### config.mk
export PLATFORM = sky130hd
export DESIGN_NAME = rr_arbiter4
export DESIGN_NICKNAME = d
export VERILOG_FILES = /design/src/rtl/rr_arbiter4.sv
export SDC_FILE = /design/constraint.sdc
export NUM_CORES = 1
export LEC_CHECK = 0
export CORE_UTILIZATION = 39
export CTS_BUF_LIST = sky130_fd_sc_hd__clkbuf_8
export DETAILED_ROUTE_END_ITERATION = 16
export PLACE_DENSITY_LB_ADDON = 0.25
export SYNTH_ARGS = -nofsm -noshare
export SYNTH_HDL_FRONTEND = slang
export SYNTH_SLANG_ARGS = --single-unit
### constraint.sdc
create_clock -name clk -period 2.32 [get_ports clk]
set_input_delay 0.348 -clock clk [delete_from_list [all_inputs] [get_ports clk]]
set_output_delay 0.348 -clock clk [all_outputs]
set_load 0.01 [all_outputs]
### src/rtl/rr_arbiter4.sv
// Four-requester round-robin arbiter with grant hold and optional hold timeout.
// The release input is named release_grant because `release` is a reserved word.
module rr_arbiter4 #(
  parameter int unsigned MAX_HOLD = 16,
  parameter int unsigned CNT_W    = 8
) (
  input  logic       clk,
  input  logic       rst,
  input  logic [3:0] req,
  input  logic       release_grant,
  output logic [3:0] grant,
  output logic       grant_valid,
  output logic [1:0] grant_idx,
  output logic       timeout
);

  localparam bit               TimeoutEn = (MAX_HOLD != 0);
  localparam logic [CNT_W-1:0] HoldLast  = TimeoutEn ? CNT_W'(MAX_HOLD - 1) : '0;

  typedef enum logic {StIdle, StGrant} state_e;

  state_e           state_q, state_d;
  logic [1:0]       ptr_q, ptr_d;
  logic [CNT_W-1:0] hold_cnt_q, hold_cnt_d;
  logic [3:0]       grant_q, grant_d;
  logic             grant_valid_q, grant_valid_d;
  logic [1:0]       grant_idx_q, grant_idx_d;
  logic             timeout_q, timeout_d;

  logic [1:0] pick_idx;
  logic       pick_found;
  logic [1:0] scan_idx;
  logic       hold_expired;
  logic       holder_done;
  logic       rel_any;

  // Scan from ptr+3 down to ptr so the lowest offset from ptr wins.
  always_comb begin
    pick_idx   = '0;
    pick_found = 1'b0;
    scan_idx   = '0;
    for (int i = 3; i >= 0; i--) begin
      scan_idx = ptr_q + 2'(i);
      if (req[scan_idx]) begin
        pick_idx   = scan_idx;
        pick_found = 1'b1;
      end
    end
  end

  assign hold_expired = TimeoutEn && (hold_cnt_q == HoldLast);
  assign holder_done  = release_grant || !req[grant_idx_q];
  assign rel_any      = holder_done || hold_expired;

  // State and registered outputs.
  always_ff @(posedge clk) begin
    if (rst) begin
      state_q       <= StIdle;
      ptr_q         <= '0;
      hold_cnt_q    <= '0;
      grant_q       <= '0;
      grant_valid_q <= 1'b0;
      grant_idx_q   <= '0;
      timeout_q     <= 1'b0;
    end else begin
      state_q       <= state_d;
      ptr_q         <= ptr_d;
      hold_cnt_q    <= hold_cnt_d;
      grant_q       <= grant_d;
      grant_valid_q <= grant_valid_d;
      grant_idx_q   <= grant_idx_d;
      timeout_q     <= timeout_d;
    end
  end

  always_comb begin
    state_d = state_q;
    unique case (state_q)
      StIdle:  if (pick_found) state_d = StGrant;
      StGrant: if (rel_any)    state_d = StIdle;
      default: state_d = StIdle;
    endcase
  end

  always_comb begin
    ptr_d         = ptr_q;
    hold_cnt_d    = hold_cnt_q;
    grant_d       = grant_q;
    grant_valid_d = grant_valid_q;
    grant_idx_d   = grant_idx_q;
    timeout_d     = 1'b0;
    unique case (state_q)
      StIdle: begin
        if (pick_found) begin
          grant_d       = 4'b0001 << pick_idx;
          grant_idx_d   = pick_idx;
          grant_valid_d = 1'b1;
          hold_cnt_d    = '0;
        end
      end
      StGrant: begin
        if (rel_any) begin
          grant_d       = '0;
          grant_valid_d = 1'b0;
          ptr_d         = grant_idx_q + 2'd1;
          // Only a pure expiry counts as a forced revoke.
          timeout_d     = hold_expired && !holder_done;
        end else if (hold_cnt_q != '1) begin
          hold_cnt_d = hold_cnt_q + 1'b1;
        end
      end
      default: ;
    endcase
  end

  assign grant       = grant_q;
  assign grant_valid = grant_valid_q;
  assign grant_idx   = grant_idx_q;
  assign timeout     = timeout_q;

endmodule

# Word-level counts from Yosys, hierarchy flattened
# Cells that the tools add are included.
# word_totals
register_bits	19
input_bits	7
# classes
mux	31
n_eq_ne	6
n_bitwise	2
reduce_logical	10
order_cmp	5
addsub	5
shift	1
# ops
operator	count
2-to-1 mux 8 bit	3
case mux 8 bit (2 select lines)	1
less-than comparator 2 x 3 -> 1 bit (second input constant)	5
2-to-1 mux 1 bit	13
binary-select mux 1 bit (select 2 bit)	5
adder 8 x 1 -> 8 bit (second input constant)	1
== test 8 x 4 -> 1 bit (second input constant)	1
2-to-1 mux 2 bit	4
2-to-1 mux 4 bit	2
!= test 8 bit (second input constant)	1
case mux 4 bit (2 select lines)	1
AND reduction 2 bit	3
adder 2 x 1 -> 2 bit (second input constant)	2
adder 2 bit (second input constant)	2
!= test 2 x 1 -> 1 bit (second input constant)	2
!= test 2 bit (second input constant)	2
case mux 1 bit (2 select lines)	2
<< shifter 1 x 2 -> 4 bit (first input constant)	1
AND reduction 3 bit	1
OR reduction 3 bit	1
logical NOT 1 bit	2
logical OR 1 bit	2
NOT 1 bit	2
logical AND 1 bit	1

# Logic depth before layout (Yosys ltp)
# Gate-level depths: netlist of run 1.
# logic_depth
word_depth	10
depth_mapped	5
mapped_depth_nobuf	5

# Least setup slack after synthesis of run 1
# Ideal clock, no wire load.
# synth_timing
kind	register -> register
startpoint	reg hold_cnt_q[5]
endpoint	reg grant_q[1] (netlist: grant[1])
setup_slack_ns	0.624
setup_time_ns	0.140
arrival_time_ns	1.556
synth_period_minus_slack_ns	1.696
stages_incl_launch_ff	5
required_time_ns	2.180
cell_sequence	dfxtp_1 or4_4 o211a_1 o21ai_0 o32ai_1
# synth_between
elab_chain_cells	4
# synth_lines
element	line_no	rtl
start, declared	24	logic [CNT_W-1:0] hold_cnt_q, hold_cnt_d;
start signal, assigned	68	hold_cnt_q <= hold_cnt_d;
== test 8 x 4 -> 1 bit	51	assign hold_expired = TimeoutEn && (hold_cnt_q == HoldLast);
logical OR 1 bit	53	assign rel_any = holder_done || hold_expired;
!= test 2 x 1 -> 1 bit (no line)	n/a	
AND reduction 2 bit (no line)	n/a	
end signal, assigned	69	grant_q <= grant_d;
end, declared	25	logic [3:0] grant_q, grant_d;
# Every way passes these cells.
# A chain may end at the register's enable or synchronous reset.

# Worst setup path in the final report of run 1
# layout_timing
startpoint	in req[0]
endpoint	reg grant_q[2] (netlist: grant[2])
# layout_between
elab_chain_cells	9
elab_cells_between_ends	27
cone_classes	eq/ne: 2; shift: 1; mux: 20; reduce/logical: 4
# layout_lines
element	line_no	rtl
start, declared	9	input logic [3:0] req,
binary-select mux 1 bit (select 2 bit)	44	if (req[scan_idx]) begin
2-to-1 mux 1 bit (implied by the code)	44	
2-to-1 mux 2 bit (4 in series)	44	
<< shifter 1 x 2 -> 4 bit	95	grant_d = 4'b0001 << pick_idx;
2-to-1 mux 4 bit	94	if (pick_found) begin
case mux 4 bit (2 select lines)	92	unique case (state_q)
# Several ways; a longest one is shown, not always the timed one. The select of a mux whose other input is x is not followed.

==> summary.txt, run 1 <==
STA
  – Final period util: 0.8825
  – Max_slew headroom: 0.6233
  – Final Critical Period: 2.047 ns
  – Final hold violations: 0
  – Setup violators final: 0
  – Clock skew: 0.005572 ns
  – WHS: 0.4852 ns
  – RSZ-0062 raised after global routing: no
  – TNS Setup: 0 ns
  – Worst slew pin tran: 0.5650 ns
  – Max Fclk: 488.4 MHz
  – Slew Viols, Final: 0

Critical path
  – Slowest-stage cell, CP: or4_2
  – Reg-to-Reg Start: hold_cnt_q[5]
  – Data arrival, critical path: 2.21 ns
  – R2R setup slack: 0.40 ns
  – Slowest stage delay, CP: 0.73 ns
  – CP Max Fanout: 7
  – CP top delay family: simple AND/OR/NAND/NOR gates
  – Reg2Reg Depth: 4
  – WP data required: 2.48 ns
  – Worst setup EP type: flop
  – FF-to-FF End: grant[1]
  – Worst Path Buf+Inv: 1
  – CP Cell Sequence: clkdlybuf4s50_1 -> or4_2 -> nand2_1 -> o21ai_0 -> o32ai_1
  – Crit Path Class: primary input to flop
  – Setup crit start kind: primary input

Clock tree
  – Post-CTS Hold Fix Bufs: 0
  – # clock sinks: 19
  – Root buffer cell: clkbuf_8
  – TritonCTS clock tree: yes
  – CTS clk-pin slew, worst paths: 0.07 ns
  – Post-CTS Setup Bufs: 0
  – Clock Path Buffers: 2
  – Cts repair resizes: 0
  – Worst skew pair latency: 0.26 ns
  – Total CTS buffers: 3
  – Htree depth: 1

Hold path
  – Worst hold start: grant[3]
  – Hold Path Stages: 2
  – Hold-critical path endpoint: grant[3]
  – HP Class: flop to flop

Synthesis
  – Syn_area_per_cell: 9.043 um2
  – Synth Flop Type: dfxtp_1
  – Cells after Synth: 110
  – Dominant cell by count in the synthesized netlist: dfxtp_1
  – Number of flops mapped to enable cells by yosys: 0
  – YS warnings: 0
  – Area share of the largest cell type after synthesis: 0.3824
  – Synth Net Count: 118
  – Ys async rst share: 0
  – Largest cells by area after synthesis: dfxtp_1, a21oi_1, nand2b_1
  – Synth top cells by count: dfxtp_1, a21oi_1, nand2_1
  – Leading area contributor after synthesis: dfxtp_1
  – Register area share after synthesis: 0.3824
  – Number of synthesized register bits: 19
  – Synth cell types: 44
  – Synth Cell Area: 994.7 um2

Route
  – Initial DRC Count: 25
  – Final WL: 2.143 mm
  – Via-to-Cell Ratio: 5.974
  – Post-route ant nets: 0
  – DR WL/cell: 13.92 um
  – Total number of vias: 920
  – Residual DRC count: 0
  – Detailed Routing Iterations Pass 1: 4

Cells and area
  – Layout net count: 135
  – Share of layout cells above drive strength 1: 0.1111
  – Layout area overhead: 21.13%
  – Antenna cells: 0

Placed design
  – # port buffers: 14
  – Routability-driven placement congestion ratio: 0.8422
  – Hpwl dp: 1.668 mm

Global routing
  – First-pass GRT wire length: 3.753 mm
  – Vias in the first global route: 835
  – Remaining global-route overflow: 0
  – Largest net degree at the start of global routing: 13
  – Global Route Usage Sum: 0.1881
  – Antenna violations before repair: 0

Run
  – Max Cap Violations: 0

Outcome
  – Status: finished clean

Die
  – # rows: 17
  – I/O pins: 15
  – Die Area: 2756 um2
  – Die Y: 52.50 um
  – Core area: 2297 um2
  – Die width: 52.50 um
  – Initial Util: 0.4330

Pwr
  – PD cells: 622.5 nW/um2
  – Leak: 0.4069 nW
  – Worst VDD drop: 517.8 uV
[worst min-delay path: stages, from the launching register on]
cell	delay, ns
dfxtp_1	0.31
nand2b_1	0.06
o32ai_1	0.06
[registers in the layout, indices dropped and copies added, names as in the netlist]
signal and count:
timeout 1, ptr_q 2, grant 4, grant_valid 1, state_q 1, grant_idx 2
hold_cnt_q 8
[final cells by class]
cell class / instances / area (um2)
fillers: 218 / 1092
multi-input cells: 82 / 569.3
flip-flops and latches: 19 / 380.4
repair buffers: 16 / 155.1
clock buffers: 3 / 41.29
well taps: 28 / 35.03
inverters: 5 / 18.77
clock inverters: 1 / 5.005
[metrics by stage]
| stage | std cells | cell area, um2 | setup slack (ns) | utilization | power, mW |
|---|---|---|---|---|---|
| finish | 154 | 1205 | 0.2726 | 0.5245 | 0.7500 |
| global route | 154 | 1205 | 0.1966 | 0.5245 | 0.7950 |
| CTS | 154 | 1205 | 0.2819 | 0.5245 | 0.7606 |
| detailed placement | 150 | 1159 | 0.004842 | 0.5044 | 0.5318 |
| global placement | 150 | 1159 | 0.08448 | 0.5044 | 0.5282 |
| floorplan | 110 | 994.7 | 0.6243 | - | 0.4711 |
[how the worst max path moves through the flow]
stage,start,end,slack (ns),cells past startpoint
CTS,req[0],grant[2],0.28,5
global placement,req[0],grant[1],0.08,5
detailed placement,req[0],grant[2],0.005,5
finish,req[0],grant[2],0.27,5
floorplan,hold_cnt_q[5],grant[1],0.62,4
global route,req[0],grant[3],0.20,5
[placed cells by master, fill, tap and decap left out, types with 3 or more instances in the layout]
| cell type | netlist | routed |
|---|---|---|
| dfxtp_1 | 19 | 19 |
| clkdlybuf4s50_1 | 0 | 14 |
| a21oi_1 | 8 | 8 |
| nand2_1 | 8 | 8 |
| nand2b_1 | 6 | 6 |
| inv_1 | 5 | 5 |
| o31ai_1 | 5 | 5 |
| or4_1 | 5 | 5 |
| nand3_1 | 4 | 4 |
| nor2_1 | 4 | 4 |
| o32ai_1 | 4 | 4 |
| clkbuf_8 | 0 | 3 |
[logic make-up after synthesis]
group / synth area share
adders and majority gates: 0.01258
and+or+nand+nor: 0.2466
DFF: 0.3824
muxes: 0.04277
xor gates and xnor gates: 0.008807
buffers and inverters: 0.04529
AOI/OAI and AO/OA: 0.2616
[metal layers]
layer  vias to the layer above  wire, um  part of all wire  global-route usage
met2                        24       981              0.46              0.2848
met1                       434      1026              0.48              0.2589
met5                         -         0                 0                   0
li1                        460         -                 -                   -
met3                         2       126             0.059             0.06087
met4                         0         9            0.0042             0.03947
[power breakdown]
part	switching, mW	total [mW]	internal [mW]
clock network	0.106	0.225	0.119
registers	0.0196	0.367	0.348
logic	0.0794	0.157	0.0778
Power figures use the tool's default switching activity.
==> inputs of run 2 (changes only) <==
==> constraint.sdc (replaced) <==
create_clock -name clk -period 2.32 [get_ports clk]
set_input_delay 0.58 -clock clk [delete_from_list [all_inputs] [get_ports clk]]
set_output_delay 0.58 -clock clk [all_outputs]
set_load 0.01 [all_outputs]
==> run 2 against run 1 <==
Effect of this change: die area is the same; cell count grew 3.9%; highest routed layer unchanged; via count grew 2.2%; flip-flop and latch count is the same; wire length grew 9.1%; clock-buffer cell count is the same.
==> summary.txt, run 2 (same netlist as run 1, synthesis figures left out) <==
Outcome
  – Status: finished clean

Route
  – Detailed Routing Iterations Pass 1: 4 (unchanged)
  – Via-to-Cell Ratio: 5.875 (-1.7%)
  – Final WL: 2.337 mm (+9.1%)
  – DR WL/cell: 14.61 um (+5.0%)
  – Total number of vias: 940 (+2.2%)
  – Residual DRC count: 0 (unchanged)
  – Initial DRC Count: 18 (-28%)
  – Post-route ant nets: 0 (unchanged)

Critical path
  – Crit Path Class: primary input to flop
  – CP Max Fanout: 8 (+1)
  – Worst setup EP type: flop
  – R2R setup slack: 0.37 ns (-0.03 ns)
  – Worst Path Buf+Inv: 1 (unchanged)
  – Slowest-stage cell, CP: or4_2
  – Slowest stage delay, CP: 0.72 ns (about the same)
  – Setup crit start kind: primary input
  – CP Cell Sequence: clkdlybuf4s50_1 -> or4_2 -> a21oi_2 -> o311ai_0 -> nand2_1
  – CP top delay family: simple AND/OR/NAND/NOR gates
  – WP data required: 2.52 ns (+0.04 ns)
  – Data arrival, critical path: 2.40 ns (+0.19 ns)

STA
  – Final period util: 0.9451 (+0.06260)
  – Final Critical Period: 2.193 ns (+0.1452 ns)
  – Fin worst setup slack: 0.1274 ns (-0.1452 ns)
  – Clock skew: 0.004235 ns (-0.001337 ns)
  – RSZ-0062 raised after global routing: no
  – Setup violators final: 0 (unchanged)
  – Max_slew headroom: 0.6455 (+0.02221)
  – Final hold violations: 0 (unchanged)
  – Max Fclk: 456.1 MHz (-6.6%)
  – Slew Viols, Final: 0 (unchanged)
  – Worst slew pin tran: 0.5317 ns (-0.03331 ns)

Global routing
  – Largest net degree at the start of global routing: 13 (unchanged)
  – Vias in the first global route: 847 (+1.4%)
  – Global Route Usage Sum: 0.1958 (+0.007628)
  – Antenna violations before repair: 0 (unchanged)
  – Remaining global-route overflow: 0 (unchanged)
  – First-pass GRT wire length: 3.877 mm (+3.3%)

Die
  – Core area: 2297 um2 (unchanged)
  – Die width: 52.50 um (unchanged)
  – I/O pins: 15 (unchanged)
  – Die Area: 2756 um2 (unchanged)
  – Initial Util: 0.4330 (unchanged)
  – Die Y: 52.50 um (unchanged)
  – # rows: 17 (unchanged)

Run
  – Max Cap Violations: 0 (unchanged)

Clock tree
  – Root buffer cell: clkbuf_8
  – Worst skew pair latency: 0.26 ns (about the same)
  – TritonCTS clock tree: yes
  – Htree depth: 1 (unchanged)
  – CTS clk-pin slew, worst paths: 0.07 ns (about the same)
  – Cts repair resizes: 0 (unchanged)
  – Post-CTS Hold Fix Bufs: 0 (unchanged)
  – Post-CTS Setup Bufs: 0 (unchanged)
  – # clock sinks: 19 (unchanged)
  – Total CTS buffers: 3 (unchanged)
  – Clock Path Buffers: 2 (unchanged)

Cells and area
  – Commonest non-fill, non-tap cell in the layout: dfxtp_1
  – Largest Register: hold_cnt_q
  – Max reg flops: 8 (unchanged)
  – Share of layout cells above drive strength 1: 0.1439 (+0.03283)
  – Commonest non-fill, non-tap cells in the layout: dfxtp_1, clkdlybuf4s50_1, a21oi_1, nand2_1, buf_4
  – Fillers: 216 (-0.92%)
  – Multi-input gate area: 569.3 um2 (unchanged)
  – Layout area overhead: 25.53%
  – Antenna cells: 0 (unchanged)
  – Final Util: 0.5436 (+0.01906)
  – Layout net count: 141 (+4.4%)
  – Reg area: 380.4 um2 (unchanged)

Placed design
  – Dpl ws: -0.1291 ns (-0.1339 ns)
  – Hpwl dp: 1.771 mm (+6.1%)
  – # port buffers: 14 (unchanged)
  – Routability-driven placement congestion ratio: 0.7709 (-8.5%)

Pwr
  – PD cells: 615.9 nW/um2 (-1.1%)
  – Leak: 0.4379 nW (+7.6%)
  – Worst VDD drop: 338.7 uV (-35%)

Hold path
  – HP Class: flop to flop
run 2: cell count changes in the layout (fill, tap and decap cells not counted):
cell,previous run,this run
inv_1,5,6
buf_4,2,8
clkinv_2,1,0
run 2: power breakdown:
part / leakage (nW) / switching (mW) / internal, mW
Combinational: 0.256 / 0.0837 / 0.0891
Sequential: 0.155 / 0.0211 / 0.348
Clock: 0.0269 / 0.110 / 0.118
run 2: worst reg2reg max path: stages (launching register included):
cell	delay [ns]
dfxtp_1	0.36
or4_4	0.59
o211a_1	0.27
o21ai_0	0.41
o32ai_1	0.18
run 2: final timing paths:
| path | start | end | depth (start not counted) |
|---|---|---|---|
| setup / recovery | req[1] | hold_cnt_q[2] | 5 |
| hold reg to reg | grant[1] | grant[1] | 2 |
| hold / removal | grant[1] | grant[1] | 2 |
| setup reg to reg | hold_cnt_q[5] | grant[3] | 4 |
run 2: final cells by class:
type	instances	share of cell area
sequential	19	0.3046
multi-input combinational	82	0.4559
timing repair buffer	22	0.1603
tap	28	0.02806
inverter	5	0.01503
clock buffer	3	0.03307
clock inverter	1	0.003006
run 2: through the flow:
stage | hold WS [ns] | area (um2) | power, mW | TNS, ns | std cells
finish | 0.4837 | 1249 | 0.7691 | 0 | 160
global route | 0.5054 | 1249 | 0.8051 | 0 | 160
CTS | 0.4885 | 1249 | 0.7689 | 0 | 160
detailed placement | 0.4766 | 1204 | 0.5472 | -0.8076 | 156
global placement | 0.4667 | 1204 | 0.5416 | -0.3792 | 156
floorplan | 0.4653 | 994.7 | 0.4711 | 0 | 110
run 2: routing by layer:
| metal | global-route usage | up-vias | part of all wire |
|---|---|---|---|
| met3 | 0.06087 | 4 | 0.047 |
| met4 | 0.03947 | 0 | 0.0081 |
| li1 | - | 474 | - |
| met1 | 0.2597 | 440 | 0.49 |
| met2 | 0.3101 | 22 | 0.45 |
| met5 | 0 | - | 0 |
